File: src/rtl/tone_if.sv
// Tone driver bus: the play-mode side supplies enable and pitch, the driver reports its status.
interface tone_if #(
  parameter int unsigned HALF_W = 26
);
  logic              en;
  logic [10:0]       frequency;
  logic              speaker;
  logic              busy;
  logic              active;
  logic [HALF_W-1:0] half_period;

  modport master (
    output en, frequency,
    input  speaker, busy, active, half_period
  );

  modport slave (
    input  en, frequency,
    output speaker, busy, active, half_period
  );
endinterface

File: src/rtl/tone_driver.sv
// Buzzer back-end: turns a frequency in Hz into a 50%-duty square wave.
// The half-period count comes from an iterative restoring divider.
module tone_driver #(
  parameter int unsigned CLK_HZ = 100000000,
  parameter int unsigned HALF_W = 26
) (
  input logic   clk,
  input logic   rst,
  tone_if.slave bus
);

  localparam int unsigned FREQ_W  = 11;
  localparam int unsigned REM_W   = HALF_W + 1;
  localparam int unsigned TRIAL_W = HALF_W + 2;
  localparam int unsigned ITER_W  = $clog2(HALF_W);

  localparam logic [HALF_W-1:0] DIVIDEND  = HALF_W'(CLK_HZ / 2);
  localparam logic [ITER_W-1:0] LAST_ITER = ITER_W'(HALF_W - 1);

  typedef enum logic [1:0] {IDLE, DIVIDE, RUN} state_t;

  state_t            state;
  logic [FREQ_W-1:0] freq_q;
  logic [HALF_W-1:0] counter;
  logic [REM_W-1:0]  rem;
  logic [HALF_W-1:0] dvd;
  logic [ITER_W-1:0] iter;
  logic              speaker_q;
  logic              busy_q;
  logic              active_q;
  logic [HALF_W-1:0] half_q;

  logic [TRIAL_W-1:0] trial;
  logic [TRIAL_W-1:0] divisor_x;
  logic [TRIAL_W-1:0] diff;
  logic               fits;
  logic [REM_W-1:0]   next_rem;
  logic [HALF_W-1:0]  next_dvd;

  // One restoring-divide step: shift in the next dividend bit, subtract if it fits.
  // The dividend register doubles as the quotient register, filling from the LSB.
  always_comb begin
    trial     = {rem, dvd[HALF_W-1]};
    divisor_x = TRIAL_W'(freq_q);
    diff      = trial - divisor_x;
    fits      = (trial >= divisor_x);
    next_rem  = fits ? REM_W'(diff) : REM_W'(trial);
    next_dvd  = {dvd[HALF_W-2:0], fits};
  end

  // Control FSM, divider datapath and square-wave generator.
  always_ff @(posedge clk or posedge rst) begin
    if (rst) begin
      state     <= IDLE;
      freq_q    <= '0;
      counter   <= '0;
      rem       <= '0;
      dvd       <= '0;
      iter      <= '0;
      speaker_q <= 1'b0;
      busy_q    <= 1'b0;
      active_q  <= 1'b0;
      half_q    <= '0;
    end else if (!bus.en) begin
      state     <= IDLE;
      speaker_q <= 1'b0;
      counter   <= '0;
      freq_q    <= '0;
      busy_q    <= 1'b0;
      active_q  <= 1'b0;
      iter      <= '0;
    end else begin
      case (state)
        IDLE: begin
          speaker_q <= 1'b0;
          if (bus.frequency != '0) begin
            freq_q <= bus.frequency;
            rem    <= '0;
            dvd    <= DIVIDEND;
            iter   <= '0;
            busy_q <= 1'b1;
            state  <= DIVIDE;
          end
        end
        DIVIDE: begin
          rem  <= next_rem;
          dvd  <= next_dvd;
          iter <= iter + ITER_W'(1);
          if (iter == LAST_ITER) begin
            half_q   <= next_dvd;
            counter  <= '0;
            busy_q   <= 1'b0;
            active_q <= 1'b1;
            state    <= RUN;
          end
        end
        RUN: begin
          if (bus.frequency == '0) begin
            state     <= IDLE;
            speaker_q <= 1'b0;
            counter   <= '0;
            freq_q    <= '0;
            active_q  <= 1'b0;
          end else if (bus.frequency != freq_q) begin
            // Retune: speaker keeps its level so no short pulse is emitted.
            freq_q   <= bus.frequency;
            rem      <= '0;
            dvd      <= DIVIDEND;
            iter     <= '0;
            busy_q   <= 1'b1;
            active_q <= 1'b0;
            state    <= DIVIDE;
          end else if (counter == half_q - HALF_W'(1)) begin
            speaker_q <= ~speaker_q;
            counter   <= '0;
          end else begin
            counter <= counter + HALF_W'(1);
          end
        end
        default: state <= IDLE;
      endcase
    end
  end

  assign bus.speaker     = speaker_q;
  assign bus.busy        = busy_q;
  assign bus.active      = active_q;
  assign bus.half_period = half_q;

endmodule

File: src/flat_wrapper.sv
// flat-port wrapper written by rule: the top's interface ports become plain ports
module tone_driver_flat 
#(
  parameter int unsigned CLK_HZ = 100000000,
  parameter int unsigned HALF_W = 26
)
  (clk, rst, bus_en, bus_frequency, bus_speaker, bus_busy, bus_active, bus_half_period);
  tone_if #(.HALF_W(HALF_W)) bus_i ();
  input logic clk;
  input logic rst;
  input wire logic [$bits(bus_i.en)-1:0] bus_en;
  input wire logic [$bits(bus_i.frequency)-1:0] bus_frequency;
  output wire logic [$bits(bus_i.speaker)-1:0] bus_speaker;
  output wire logic [$bits(bus_i.busy)-1:0] bus_busy;
  output wire logic [$bits(bus_i.active)-1:0] bus_active;
  output wire logic [$bits(bus_i.half_period)-1:0] bus_half_period;
  assign bus_i.en = bus_en;
  assign bus_i.frequency = bus_frequency;
  assign bus_speaker = bus_i.speaker;
  assign bus_busy = bus_i.busy;
  assign bus_active = bus_i.active;
  assign bus_half_period = bus_i.half_period;
  tone_driver #(.CLK_HZ(CLK_HZ), .HALF_W(HALF_W)) u_core (.clk(clk), .rst(rst), .bus(bus_i));
endmodule
File: config.mk
export PLATFORM = sky130hd
export DESIGN_NAME = tone_driver_flat
export DESIGN_NICKNAME = d
export VERILOG_FILES = /design/src/rtl/tone_if.sv /design/src/rtl/tone_driver.sv /design/src/flat_wrapper.sv
export SDC_FILE = /design/constraint.sdc
export NUM_CORES = 1
export LEC_CHECK = 0
export BUFFER_PORTS_ARGS = -buffer_cell sky130_fd_sc_hd__buf_2
export CAP_MARGIN = 10
export CORE_ASPECT_RATIO = 1.1
export CORE_UTILIZATION = 40
export CTS_BUF_LIST = sky130_fd_sc_hd__clkbuf_2 sky130_fd_sc_hd__clkbuf_4 sky130_fd_sc_hd__clkbuf_8
export CTS_CLUSTER_DIAMETER = 30
export DETAILED_ROUTE_END_ITERATION = 8
export GPL_TIMING_DRIVEN = 0
export HOLD_SLACK_MARGIN = 0.08
export PLACE_DENSITY_LB_ADDON = 0.25
export SLEW_MARGIN = 30
export SYNTH_ARGS = -nofsm -noshare
export SYNTH_HDL_FRONTEND = slang
export SYNTH_SLANG_ARGS = --single-unit
File: constraint.sdc
create_clock -name clk -period 5.3 [get_ports clk]
set_input_delay 1.325 -clock clk [delete_from_list [all_inputs] [get_ports clk]]
set_output_delay 1.325 -clock clk [all_outputs]
set_load 0.005 [all_outputs]
==> results_tabular.tex, run 1 <==
\begin{tabular}{lr}
\hline
Metric & Value \\
\hline
\multicolumn{2}{l}{\textbf{Outcome}} \\
\quad Run status & completed \\
\multicolumn{2}{l}{\textbf{Placed design}} \\
\quad Post-detail-place hpwl & 12600 um \\
\quad DP Area & 7860 um2 \\
\quad Placed insts & 1044 \\
\quad IO buf count & 41 \\
\quad Weighted congestion at the end of routability-driven global placement & 0.851 \\
\multicolumn{2}{l}{\textbf{Floorplanning}} \\
\quad \# IOs & 43 \\
\quad \# rows & 51 \\
\quad Effective utilization at floorplan & 41.1\% \\
\quad Core area & 17800 um2 \\
\quad Die width & 131 um \\
\quad Height of the chip & 144 um \\
\quad Die area & 18900 um2 \\
\multicolumn{2}{l}{\textbf{Synthesis}} \\
\quad Commonest register cell after synthesis & sky130\_fd\_sc\_hd\_\_dfrtp\_1 \\
\quad Compound-Gate Fraction of Synth Area & 13.9\% \\
\quad Main combinational cell family by area after synthesis & simple AND/OR/NAND/NOR gates \\
\quad Total standard cell area after synthesis & 7320 um2 \\
\quad Post-Synth Simple-Gate Area & 22.9\% \\
\quad Synthesized Nets & 794 \\
\quad Count of different cell masters after synthesis & 75 \\
\quad Sequential fraction of the synthesis area & 43.0\% \\
\quad Most common cell in the netlist & sky130\_fd\_sc\_hd\_\_dfrtp\_1 \\
\quad Count of synthesis-stage warnings from yosys & 0 \\
\quad Most area-hungry cell type in the Yosys netlist & sky130\_fd\_sc\_hd\_\_dfrtp\_1 \\
\quad Post-synthesis instance total & 764 \\
\quad Adder-cell area share of the yosys netlist & 2.84\% \\
\quad Syn Area/Cell & 9.59 um2 \\
\quad Number of storage elements in the synthesis netlist & 126 \\
\quad Count of flip-flops with a built-in enable after synthesis & 0 \\
\quad Post-synthesis async set-or-reset flop share & 100\% \\
\quad Mux share of post-synthesis cell area & 4.78\% \\
\quad Xor/xnor cell area share of the yosys netlist & 9.21\% \\
\quad Area share of the leading cell type in the synthesized netlist & 43.0\% \\
\quad Synth area leaders & sky130\_fd\_sc\_hd\_\_dfrtp\_1 43\%, sky130\_fd\_sc\_hd\_\_xnor2\_1 5.6\%, sky130\_fd\_sc\_hd\_\_o21ai\_0 4.2\% \\
\quad Top cell types by occurrence after synthesis & 126 x sky130\_fd\_sc\_hd\_\_dfrtp\_1, 76 x sky130\_fd\_sc\_hd\_\_nand2\_1, 61 x sky130\_fd\_sc\_hd\_\_o21ai\_0, 47 x sky130\_fd\_sc\_hd\_\_xnor2\_1, 44 x sky130\_fd\_sc\_hd\_\_nor2\_1 \\
\multicolumn{2}{l}{\textbf{STA}} \\
\quad Achievable Freq & 268 MHz \\
\quad Slew Limit Fails & 0 \\
\quad Part of the cycle the worst path needs & 70.4\% \\
\quad Clock period minus final worst setup slack & 3730 ps \\
\quad Total setup violations reported at the end of the flow & 0 \\
\quad Max\_slew headroom & 32.9\% \\
\quad Final-layout worst hold slack & 497 ps \\
\quad Number of endpoints with negative hold slack in the final report & 0 \\
\quad RSZ-0062 raised after global routing & no \\
\quad Actual slew at the worst max-slew pin & 998 ps \\
\quad Worst Clk Skew & 9.90 ps \\
\multicolumn{2}{l}{\textbf{Clock network}} \\
\quad Post-CTS Setup Repair Bufs & 0 \\
\quad CTS clk-pin slew, worst paths & 70 ps \\
\quad Post-cts gate resize count & 0 \\
\quad Number of clock sinks & 126 \\
\quad Largest buffer count on any clock path & 2 \\
\quad Master cell of the clock root buffer & sky130\_fd\_sc\_hd\_\_clkbuf\_8 \\
\quad Post-CTS Hold Buffers & 0 \\
\quad Clock insertion delay at the later pin of the skew report & 450 ps \\
\quad \# H-tree levels & 4 \\
\quad TritonCTS clock tree & done \\
\quad Number of clock buffers inserted by TritonCTS & 17 \\
\multicolumn{2}{l}{\textbf{Pwr}} \\
\quad Combinational share of power & 31.8\% \\
\quad Cell Int Power & 1.94 mW \\
\quad Overall power after layout & 2.99 mW \\
\quad Leakage power & 3.62 nW \\
\quad Peak supply drop & 0.164 mV \\
\quad Sequential fraction of design power & 40.0\% \\
\quad Fraction of power consumed by the clock network & 28.2\% \\
\quad Power per cell area & 363 nW/um2 \\
\quad Net switching component of the power & 1.05 mW \\
\quad Sw Ratio & 35.1\% \\
\multicolumn{2}{l}{\textbf{Cells and area}} \\
\quad Inserted Diodes & 0 \\
\quad Nets & 855 \\
\quad Count of non-filler cells in the finished layout & 1075 \\
\quad Share of cells above drive strength 1 & 16.2\% \\
\quad Total non-filler cell area in the finished layout & 8260 um2 \\
\quad Post-synthesis to final-layout area growth & 12.8\% \\
\multicolumn{2}{l}{\textbf{Critical path}} \\
\quad Worst path required time & 5630 ps \\
\quad Element type at the critical path start & register \\
\quad Worst-path maximum fanout & 10 \\
\quad Path type of the worst setup path & register to register \\
\quad Element type at the critical path end & register \\
\quad Worst endpoint data arrival time & 4070 ps \\
\quad Cell with the largest stage delay on the worst path & sky130\_fd\_sc\_hd\_\_nor4\_1 \\
\quad Number of buffer and inverter stages on the critical path & 2 \\
\quad Cell family with most CP delay & simple AND/OR/NAND/NOR gates \\
\quad Worst path cell trace & clkbuf\_1, nor4\_1, nand3\_1, nor3\_1, mux2i\_1, o2111ai\_1, nor4\_4, a31o\_4, buf\_12, nor2\_2 \\
\quad Crit-path max cell delay & 890 ps \\
\multicolumn{2}{l}{\textbf{Global routing}} \\
\quad Initial antenna violation count & 0 \\
\quad Total grt overflow & 0 \\
\quad Maximum number of pins on one net before global-route repair & 65 \\
\quad Wire length of the first global-routing pass & 28500 um \\
\quad Vias in the first global route & 5535 \\
\quad Total routing resource utilization after global routing & 19.8\% \\
\multicolumn{2}{l}{\textbf{Detailed routing}} \\
\quad DRT Pass-1 Iters & 6 \\
\quad Post-detailed-route count of antenna-violating nets & 0 \\
\quad DRT Wirelength & 17100 um \\
\quad DR DRC count & 0 \\
\quad Vias per cell & 5.39 \\
\quad Number of violations reported at the end of detailed-routing iteration 0 & 340 \\
\quad Routed length per instance & 15.9 um \\
\quad Via count & 5793 \\
\multicolumn{2}{l}{\textbf{Min path}} \\
\quad Type of the worst min-delay path & register to register \\
\multicolumn{2}{l}{\textbf{Flow run}} \\
\quad Count of max-cap constraint violations & 0 \\
\hline
\end{tabular}
==> routing by layer <==
layer  global-route usage [%]  up-vias  wire length, um
met3                     4.17       19              535
met4                     7.44        0              333
met2                     31.5       94             7980
li1                         -     2882                -
met1                     26.4     2798             8240
met5                        0        -                0
==> registers in the layout, summed over array words and instances, names as in the netlist <==
| register | cells |
|---|---|
| u_core.bus.busy | 1 |
| u_core.counter | 26 |
| u_core.dvd | 26 |
| u_core.bus.speaker | 1 |
| u_core.freq_q | 11 |
| u_core.iter | 5 |
| u_core.bus.active | 1 |
| u_core.state | 2 |
| u_core.rem | 27 |
| u_core.bus.half_period | 26 |
==> stage by stage <==
step / setup TNS [ps] / utilization [%] / setup WS, ps
floorplan: 0 / - / 619
global placement: -132120 / 44.0 / -1060
detailed placement: 0 / 44.2 / 1180
CTS: 0 / 46.4 / 1590
global route: 0 / 46.4 / 1290
finish: 0 / 46.4 / 1570
==> placed cells by master, fill, tap and decap left out, drive strengths merged, types with 5 or more instances in the layout <==
master    n
inv      23
o21ai    61
o31ai     5
o22a      6
o21a      6
or4       8
nand4b    5
mux2i     8
buf      52
a22o     13
xor2     30
nand2    77
clkbuf   42
nand2b    9
a21oi    19
mux2     24
nand3    29
nor4     18
nand4    17
nor3     29
nor2     64
ha       15
clkinv    5
or3       7
xnor2    47
and3      9
o31a      5
a32oi     5
dfrtp   126
nor2b     7
==> worst paths after layout <==
kind	startpoint	to	slack, ps	depth (start not counted)
setup / recovery	u_core.bus.half_period[11]	u_core.counter[18]	1570	10
hold / removal	u_core.rem[26]	u_core.rem[26]	500	2
setup reg to reg	u_core.bus.half_period[11]	u_core.counter[18]	1570	10
hold reg to reg	u_core.rem[26]	u_core.rem[26]	500	2
max in group asynchronous	rst	u_core.counter[18]	3750	3
min in group asynchronous	rst	u_core.rem[17]	880	2
==> cell families after synthesis <==
logic type / count (synthesis)
xor+xnor: 77
mux: 32
compound gates: 151
fa+ha+maj: 16
simple gates: 307
buf+inv: 55
flops: 126
==> cell type report <==
cell class	count	area, um2
Fill cell	1688	9540
Inverter	24	97.6
Clock buffer	21	283
Tap cell	238	298
Timing Repair Buffer	42	233
Multi-Input combinational cell	583	3920
Clock inverter	10	114
Sequential cell	126	3150
Buffer	31	159
==> power groups by stage <==
stage | sequential, mW | clock [mW] | combinational (mW)
floorplan | 1.17 | 0 | 0.767
global placement | 1.21 | 0 | 0.936
detailed placement | 1.21 | 0 | 0.947
CTS | 1.20 | 0.868 | 0.953
global route | 1.22 | 0.913 | 1.08
finish | 1.20 | 0.845 | 0.952
==> tightest hold or removal path: cells and delay by family, from the launching register on <==
family,cells,cell delay (ps)
DFF,1,350
AOI/OAI and AO/OA,1,60
and+or+nand+nor,1,50
(Power assumes the default switching activity.)
==> inputs of run 2 (changes only) <==
clock period = 3.6 ns   (was 5.3 ns; I/O delays follow)
==> results_tabular.tex, run 2 (same netlist as run 1, synthesis figures left out) <==
\begin{tabular}{lr}
\hline
Metric & Value \\
\hline
\multicolumn{2}{l}{\textbf{Outcome}} \\
\quad Run status & completed \\
\multicolumn{2}{l}{\textbf{Cells and area}} \\
\quad Most common library cell in the layout ignoring fill and taps & sky130\_fd\_sc\_hd\_\_dfrtp\_1 \\
\quad Flip-flop count of the largest register, all copies and words added & 27 (unchanged) \\
\quad Fin util & 47.6\% (+1.2 points) \\
\quad Inserted Diodes & 0 (unchanged) \\
\quad Share of cells above drive strength 1 & 17.5\% (+1.2 points) \\
\quad Post-synthesis to final-layout area growth & 15.6\% \\
\quad Area of combinational cells with multiple inputs & 3940 um2 (+0.45\%) \\
\quad Largest register by flop count & u\_core.rem \\
\quad Nets & 863 (+0.94\%) \\
\quad Sequential standard cell area & 3150 um2 (unchanged) \\
\quad Commonest non-fill, non-tap cells in the layout & 126 x sky130\_fd\_sc\_hd\_\_dfrtp\_1, 76 x sky130\_fd\_sc\_hd\_\_nand2\_1, 61 x sky130\_fd\_sc\_hd\_\_o21ai\_0 \\
\quad Fillcell total & 1688 (unchanged) \\
\multicolumn{2}{l}{\textbf{Global routing}} \\
\quad Vias in the first global route & 5663 (+2.3\%) \\
\quad Wire length of the first global-routing pass & 29100 um (+2.0\%) \\
\quad Initial antenna violation count & 0 (unchanged) \\
\quad Total grt overflow & 0 (unchanged) \\
\quad Maximum number of pins on one net before global-route repair & 28 (-57\%) \\
\quad Total routing resource utilization after global routing & 20.1\% (+0.27 points) \\
\multicolumn{2}{l}{\textbf{STA}} \\
\quad Actual slew at the worst max-slew pin & 697 ps (-301 ps) \\
\quad Achievable Freq & 292 MHz (+8.9\%) \\
\quad Final-layout worst hold slack & 448 ps (-48.8 ps) \\
\quad Worst Clk Skew & 10.2 ps (+0.339 ps) \\
\quad Total setup violations reported at the end of the flow & 0 (unchanged) \\
\quad RSZ-0062 raised after global routing & no \\
\quad Max\_slew headroom & 53.2\% (+20 points) \\
\quad Number of endpoints with negative hold slack in the final report & 0 (unchanged) \\
\quad Part of the cycle the worst path needs & 95.2\% (+25 points) \\
\quad Slew Limit Fails & 0 (unchanged) \\
\quad Clock period minus final worst setup slack & 3430 ps (-304 ps) \\
\multicolumn{2}{l}{\textbf{Pwr}} \\
\quad Leakage power & 3.72 nW (+2.7\%) \\
\quad Power per cell area & 547 nW/um2 (+51\%) \\
\quad Peak supply drop & 0.264 mV (+62\%) \\
\multicolumn{2}{l}{\textbf{Detailed routing}} \\
\quad Via count & 5820 (+0.47\%) \\
\quad DRT Pass-1 Iters & 4 (-2) \\
\quad DR DRC count & 0 (unchanged) \\
\quad DRT Wirelength & 17300 um (+1.1\%) \\
\quad Vias per cell & 5.37 (-0.37\%) \\
\quad Routed length per instance & 15.9 um (+0.23\%) \\
\quad Number of violations reported at the end of detailed-routing iteration 0 & 300 (-12\%) \\
\quad Post-detailed-route count of antenna-violating nets & 0 (unchanged) \\
\multicolumn{2}{l}{\textbf{Placed design}} \\
\quad IO buf count & 41 (unchanged) \\
\quad Weighted congestion at the end of routability-driven global placement & 0.873 (+2.6\%) \\
\quad Post-detail-place hpwl & 12900 um (+2.8\%) \\
\multicolumn{2}{l}{\textbf{Floorplanning}} \\
\quad Height of the chip & 144 um (unchanged) \\
\quad \# IOs & 43 (unchanged) \\
\quad \# rows & 51 (unchanged) \\
\quad Effective utilization at floorplan & 41.1\% (unchanged) \\
\quad Die area & 18900 um2 (unchanged) \\
\quad Die width & 131 um (unchanged) \\
\quad Core area & 17800 um2 (unchanged) \\
\multicolumn{2}{l}{\textbf{Critical path}} \\
\quad Element type at the critical path start & register \\
\quad Cell family with most CP delay & simple AND/OR/NAND/NOR gates \\
\quad Worst path required time & 3930 ps (-1700 ps) \\
\quad Worst endpoint data arrival time & 3760 ps (-310 ps) \\
\quad Element type at the critical path end & register \\
\quad Worst-path maximum fanout & 10 (unchanged) \\
\quad Cell with the largest stage delay on the worst path & sky130\_fd\_sc\_hd\_\_or4\_4 \\
\quad Path type of the worst setup path & register to register \\
\quad Number of buffer and inverter stages on the critical path & 3 (+1) \\
\quad Crit-path max cell delay & 530 ps (-360 ps) \\
\quad Worst path cell trace & buf\_6, or4\_4, or4b\_1, buf\_2, nor3\_1, mux2i\_1, o2111ai\_2, nor4\_4, a31o\_4, buf\_12, nor2\_2 \\
\multicolumn{2}{l}{\textbf{Clock network}} \\
\quad Clock insertion delay at the later pin of the skew report & 440 ps (about the same) \\
\quad CTS clk-pin slew, worst paths & 80 ps (about the same) \\
\quad \# H-tree levels & 4 (unchanged) \\
\quad Master cell of the clock root buffer & sky130\_fd\_sc\_hd\_\_clkbuf\_8 \\
\quad Number of clock buffers inserted by TritonCTS & 17 (unchanged) \\
\quad Largest buffer count on any clock path & 2 (unchanged) \\
\quad Post-CTS Hold Buffers & 0 (unchanged) \\
\quad TritonCTS clock tree & done \\
\quad Number of clock sinks & 126 (unchanged) \\
\multicolumn{2}{l}{\textbf{Min path}} \\
\quad Type of the worst min-delay path & input port to asynchronous set/reset pin \\
\multicolumn{2}{l}{\textbf{Flow run}} \\
\quad Count of max-cap constraint violations & 0 (unchanged) \\
\hline
\end{tabular}
run 2: cell types whose count changed in the layout (fill, tap and decap cells not counted):
cell,delta
sky130_fd_sc_hd__clkbuf_8,-2
sky130_fd_sc_hd__o31ai_1,-1
sky130_fd_sc_hd__clkinv_2,-2
sky130_fd_sc_hd__buf_4,+4
sky130_fd_sc_hd__inv_8,-1
sky130_fd_sc_hd__buf_16,+2
sky130_fd_sc_hd__buf_12,+2
sky130_fd_sc_hd__o2111ai_2,+1
sky130_fd_sc_hd__o31ai_2,+1
sky130_fd_sc_hd__nor4_1,-1
sky130_fd_sc_hd__clkbuf_4,+3
sky130_fd_sc_hd__nor4_2,+1
sky130_fd_sc_hd__bufinv_16,+3
sky130_fd_sc_hd__o2111ai_1,-1
run 2: worst paths after layout:
kind | slack (ps) | from | to | cells after the start
hold / removal | 450 | rst | u_core.dvd[1] | 2
max in group asynchronous | 2500 | rst | u_core.counter[18] | 4
hold reg to reg | 500 | u_core.rem[26] | u_core.rem[26] | 2
min in group clk | 500 | u_core.rem[26] | u_core.rem[26] | 2
setup / recovery | 170 | u_core.bus.half_period[6] | u_core.counter[15] | 11
setup reg to reg | 170 | u_core.bus.half_period[6] | u_core.counter[15] | 11
run 2: per-layer routing:
metal	vias to the layer above	GRT usage, %	part of all wire (%)
li1	2894	-	-
met1	2816	26.1	47
met2	89	33.0	49
met3	21	4.21	2.6
met4	0	6.72	1.9
met5	-	0	0
run 2: repair_timing:
| action | in CTS | in global routing |
|---|---|---|
| buffers inserted | 3 | 1 |
| pin swaps | 1 | 2 |
| gates resized for setup | 2 | 1 |
| setup endpoints to repair | 22 | 25 |
run 2: cell type report:
class | instances | area share, %
Clock buffer | 22 | 3.28
Clock inverter | 10 | 2.20
Multi-Input combinational cell | 583 | 46.5
Tap cell | 238 | 3.52
Inverter | 24 | 1.11
Sequential cell | 126 | 37.2
Buffer | 31 | 1.88
Timing Repair Buffer | 50 | 4.23
run 2: stage by stage:
| stage | total power [mW] | setup TNS [ps] | setup WS [ps] | cell area (um2) | cells |
|---|---|---|---|---|---|
| 6_report | 4.63 | 0 | 172 | 8470 | 1084 |
| 5_1_grt | 4.94 | 0 | 13.8 | 8470 | 1084 |
| 4_1_cts | 4.66 | 0 | 3.13 | 8450 | 1083 |
| 3_5_place_dp | 3.19 | -2060 | -154 | 7950 | 1048 |
| 3_3_place_gp | 3.16 | -2370 | -128 | 7830 | 1043 |
| 2_1_floorplan | 2.86 | 0 | 438 | 7330 | 764 |
run 2: power breakdown:
| group | total [mW] | switching, mW | internal (mW) |
|---|---|---|---|
| logic | 1.42 | 0.797 | 0.619 |
| clock network | 1.45 | 0.577 | 0.873 |
| registers | 1.76 | 0.181 | 1.58 |
==> inputs of run 3 (changes only) <==
CAP_MARGIN = unset   (was 10)
CORE_MARGIN = 5   (was unset)
==> results_tabular.tex, run 3 (same netlist as run 1, synthesis figures left out) <==
\begin{tabular}{lr}
\hline
Metric & Value \\
\hline
\multicolumn{2}{l}{\textbf{STA}} \\
\quad Clock period minus final worst setup slack & 3420 ps (-7.32 ps) \\
\quad Actual slew at the worst max-slew pin & 662 ps (-34.6 ps) \\
\quad Total setup violations reported at the end of the flow & 0 (unchanged) \\
\quad Number of endpoints with negative hold slack in the final report & 0 (unchanged) \\
\quad Worst Clk Skew & 12.8 ps (+2.55 ps) \\
\quad Achievable Freq & 292 MHz (+0.21\%) \\
\quad RSZ-0062 raised after global routing & no \\
\quad Post-route setup TNS & 0 ps (unchanged) \\
\quad Max\_slew headroom & 55.5\% (+2.3 points) \\
\quad Slew Limit Fails & 0 (unchanged) \\
\quad Part of the cycle the worst path needs & 95.0\% (-0.20 points) \\
\multicolumn{2}{l}{\textbf{Cells and area}} \\
\quad Most common library cell in the layout ignoring fill and taps & sky130\_fd\_sc\_hd\_\_dfrtp\_1 \\
\quad Inserted Diodes & 0 (unchanged) \\
\quad Nets & 861 (-0.23\%) \\
\quad Share of cells above drive strength 1 & 17.7\% (+0.18 points) \\
\quad Fillcell total & 1793 (+6.2\%) \\
\quad Post-synthesis to final-layout area growth & 14.3\% \\
\quad Largest register by flop count & u\_core.rem \\
\quad Commonest non-fill, non-tap cells in the layout & 126 x sky130\_fd\_sc\_hd\_\_dfrtp\_1, 76 x sky130\_fd\_sc\_hd\_\_nand2\_1, 61 x sky130\_fd\_sc\_hd\_\_o21ai\_0 \\
\quad Total non-filler cell area in the finished layout & 8370 um2 (-1.1\%) \\
\quad Flip-flop count of the largest register, all copies and words added & 27 (unchanged) \\
\multicolumn{2}{l}{\textbf{Detailed routing}} \\
\quad Vias per cell & 5.40 (+0.55\%) \\
\quad Post-detailed-route count of antenna-violating nets & 0 (unchanged) \\
\quad Routed length per instance & 16.0 um (+0.58\%) \\
\quad DRT Pass-1 Iters & 5 (+1) \\
\quad DRT Wirelength & 17400 um (+0.76\%) \\
\quad Number of violations reported at the end of detailed-routing iteration 0 & 424 (+41\%) \\
\quad DR DRC count & 0 (unchanged) \\
\quad Via count & 5863 (+0.74\%) \\
\multicolumn{2}{l}{\textbf{Pwr}} \\
\quad Cell Int Power & 2.85 mW (-7.4\%) \\
\quad Leakage power & 3.67 nW (-1.5\%) \\
\quad Peak supply drop & 0.344 mV (+30\%) \\
\quad Net switching component of the power & 1.54 mW (-1.2\%) \\
\quad Combinational share of power & 32.1\% (+1.5 points) \\
\quad Overall power after layout & 4.38 mW (-5.3\%) \\
\quad Sequential fraction of design power & 40.1\% (+2.0 points) \\
\quad Sw Ratio & 35.1\% (+1.5 points) \\
\quad Fraction of power consumed by the clock network & 27.8\% (-3.5 points) \\
\quad Power per cell area & 523 nW/um2 (-4.3\%) \\
\multicolumn{2}{l}{\textbf{Floorplanning}} \\
\quad \# IOs & 43 (unchanged) \\
\quad Effective utilization at floorplan & 40.2\% (-0.94 points) \\
\quad Core area & 18200 um2 (+2.3\%) \\
\quad \# rows & 52 (+2.0\%) \\
\quad Die width & 139 um (+6.1\%) \\
\quad Die area & 21100 um2 (+12\%) \\
\quad Height of the chip & 152 um (+5.6\%) \\
\multicolumn{2}{l}{\textbf{Critical path}} \\
\quad Number of buffer and inverter stages on the critical path & 3 (unchanged) \\
\quad Cell with the largest stage delay on the worst path & sky130\_fd\_sc\_hd\_\_or4\_4 \\
\quad Worst path cell trace & buf\_6, or4\_4, or4b\_1, buf\_2, nor3\_2, mux2i\_2, o2111ai\_2, nor4\_4, a31o\_4, buf\_12, nor2\_2 \\
\quad Cell family with most CP delay & simple AND/OR/NAND/NOR gates \\
\quad Element type at the critical path end & register \\
\quad Worst path required time & 3930 ps (about the same) \\
\quad Path type of the worst setup path & register to register \\
\quad Worst-path maximum fanout & 10 (unchanged) \\
\quad Worst endpoint data arrival time & 3750 ps (about the same) \\
\quad Element type at the critical path start & register \\
\quad Crit-path max cell delay & 530 ps (about the same) \\
\multicolumn{2}{l}{\textbf{Clock network}} \\
\quad Clock insertion delay at the later pin of the skew report & 440 ps (about the same) \\
\quad Number of clock buffers inserted by TritonCTS & 17 (unchanged) \\
\quad Largest buffer count on any clock path & 2 (unchanged) \\
\quad CTS clk-pin slew, worst paths & 70 ps (about the same) \\
\quad Number of clock sinks & 126 (unchanged) \\
\quad Master cell of the clock root buffer & sky130\_fd\_sc\_hd\_\_clkbuf\_8 \\
\quad \# H-tree levels & 4 (unchanged) \\
\quad TritonCTS clock tree & done \\
\multicolumn{2}{l}{\textbf{Global routing}} \\
\quad Total routing resource utilization after global routing & 16.7\% (-3.4 points) \\
\quad Wire length of the first global-routing pass & 29200 um (+0.43\%) \\
\quad Maximum number of pins on one net before global-route repair & 30 (+7.1\%) \\
\quad Total grt overflow & 0 (unchanged) \\
\quad Initial antenna violation count & 0 (unchanged) \\
\quad Vias in the first global route & 5738 (+1.3\%) \\
\multicolumn{2}{l}{\textbf{Placed design}} \\
\quad Post-detail-place hpwl & 13100 um (+1.5\%) \\
\quad Weighted congestion at the end of routability-driven global placement & 0.886 (+1.6\%) \\
\quad IO buf count & 41 (unchanged) \\
\quad DP Area & 7930 um2 (-0.28\%) \\
\multicolumn{2}{l}{\textbf{Flow run}} \\
\quad Count of max-cap constraint violations & 0 (unchanged) \\
\multicolumn{2}{l}{\textbf{Outcome}} \\
\quad Run status & completed \\
\multicolumn{2}{l}{\textbf{Min path}} \\
\quad Type of the worst min-delay path & register to register \\
\hline
\end{tabular}
## run 3: cell types whose count changed in the layout (fill, tap and decap cells not counted), sizes merged
cell	delta
clkbuf	-2
bufinv	-3
clkinvlp	+2
clkinv	+2
buf	-2
## run 3: stage by stage
step	setup slack, ps	hold slack [ps]	util (%)	cells
2_1_floorplan	438	443	-	764
3_3_place_gp	-265	475	43.0	1048
3_5_place_dp	-116	483	43.5	1052
4_1_cts	108	501	45.7	1084
5_1_grt	20.6	547	46.0	1086
6_report	179	498	46.0	1086
## run 3: worst min-delay path: stages (launching register included)
cell                      delay [ps]
sky130_fd_sc_hd__dfrtp_1         350
sky130_fd_sc_hd__nand2_1          50
sky130_fd_sc_hd__o21ai_0          60
## run 3: power by group through the flow
stage / Combinational [mW] / Clock (mW) / Sequential (mW)
4_1_cts: 1.42 / 1.25 / 1.76
6_report: 1.41 / 1.22 / 1.76
3_5_place_dp: 1.40 / 0 / 1.78
3_3_place_gp: 1.38 / 0 / 1.78
2_1_floorplan: 1.13 / 0 / 1.73
5_1_grt: 1.60 / 1.31 / 1.79
## run 3: path summary, 6_finish.rpt
check / from / endpoint / slack (ps) / depth (start not counted)
worst max-delay path: u_core.bus.half_period[6] / u_core.counter[18] / 180 / 11
worst min-delay path: u_core.rem[26] / u_core.rem[26] / 500 / 2
worst max register to register: u_core.bus.half_period[6] / u_core.counter[18] / 180 / 11
worst min register to register: u_core.rem[26] / u_core.rem[26] / 500 / 2
max in group asynchronous: rst / u_core.bus.busy / 2290 / 4
min in group asynchronous: rst / u_core.bus.half_period[5] / 530 / 2
## run 3: per-layer routing
| layer | up-vias | part of all wire (%) | global-route usage, % |
|---|---|---|---|
| li1 | 2901 | - | - |
| met1 | 2837 | 46 | 22.0 |
| met2 | 99 | 49 | 27.9 |
| met3 | 26 | 3.3 | 4.02 |
| met4 | 0 | 2.0 | 4.19 |
| met5 | - | 0 | 0 |
## run 3: cell type report
| class | instances | area (um2) | share of cell area (%) |
|---|---|---|---|
| clock inverter | 11 | 118 | 1.40 |
| buffer | 31 | 159 | 1.90 |
| multi-input combinational | 583 | 3960 | 47.3 |
| inverter | 24 | 93.8 | 1.12 |
| sequential | 126 | 3150 | 37.7 |
| timing repair buffer | 48 | 315 | 3.77 |
| clock buffer | 20 | 269 | 3.21 |
| tap | 243 | 304 | 3.63 |
## run 3: timing repair
item | 4_1_cts | 5_1_grt
endpoints found under the setup margin | 16 | 21
resized for setup | 0 | 6
buffers inserted | 1 | 2
pin swaps | 1 | 2
hold buffers | 0 | 0
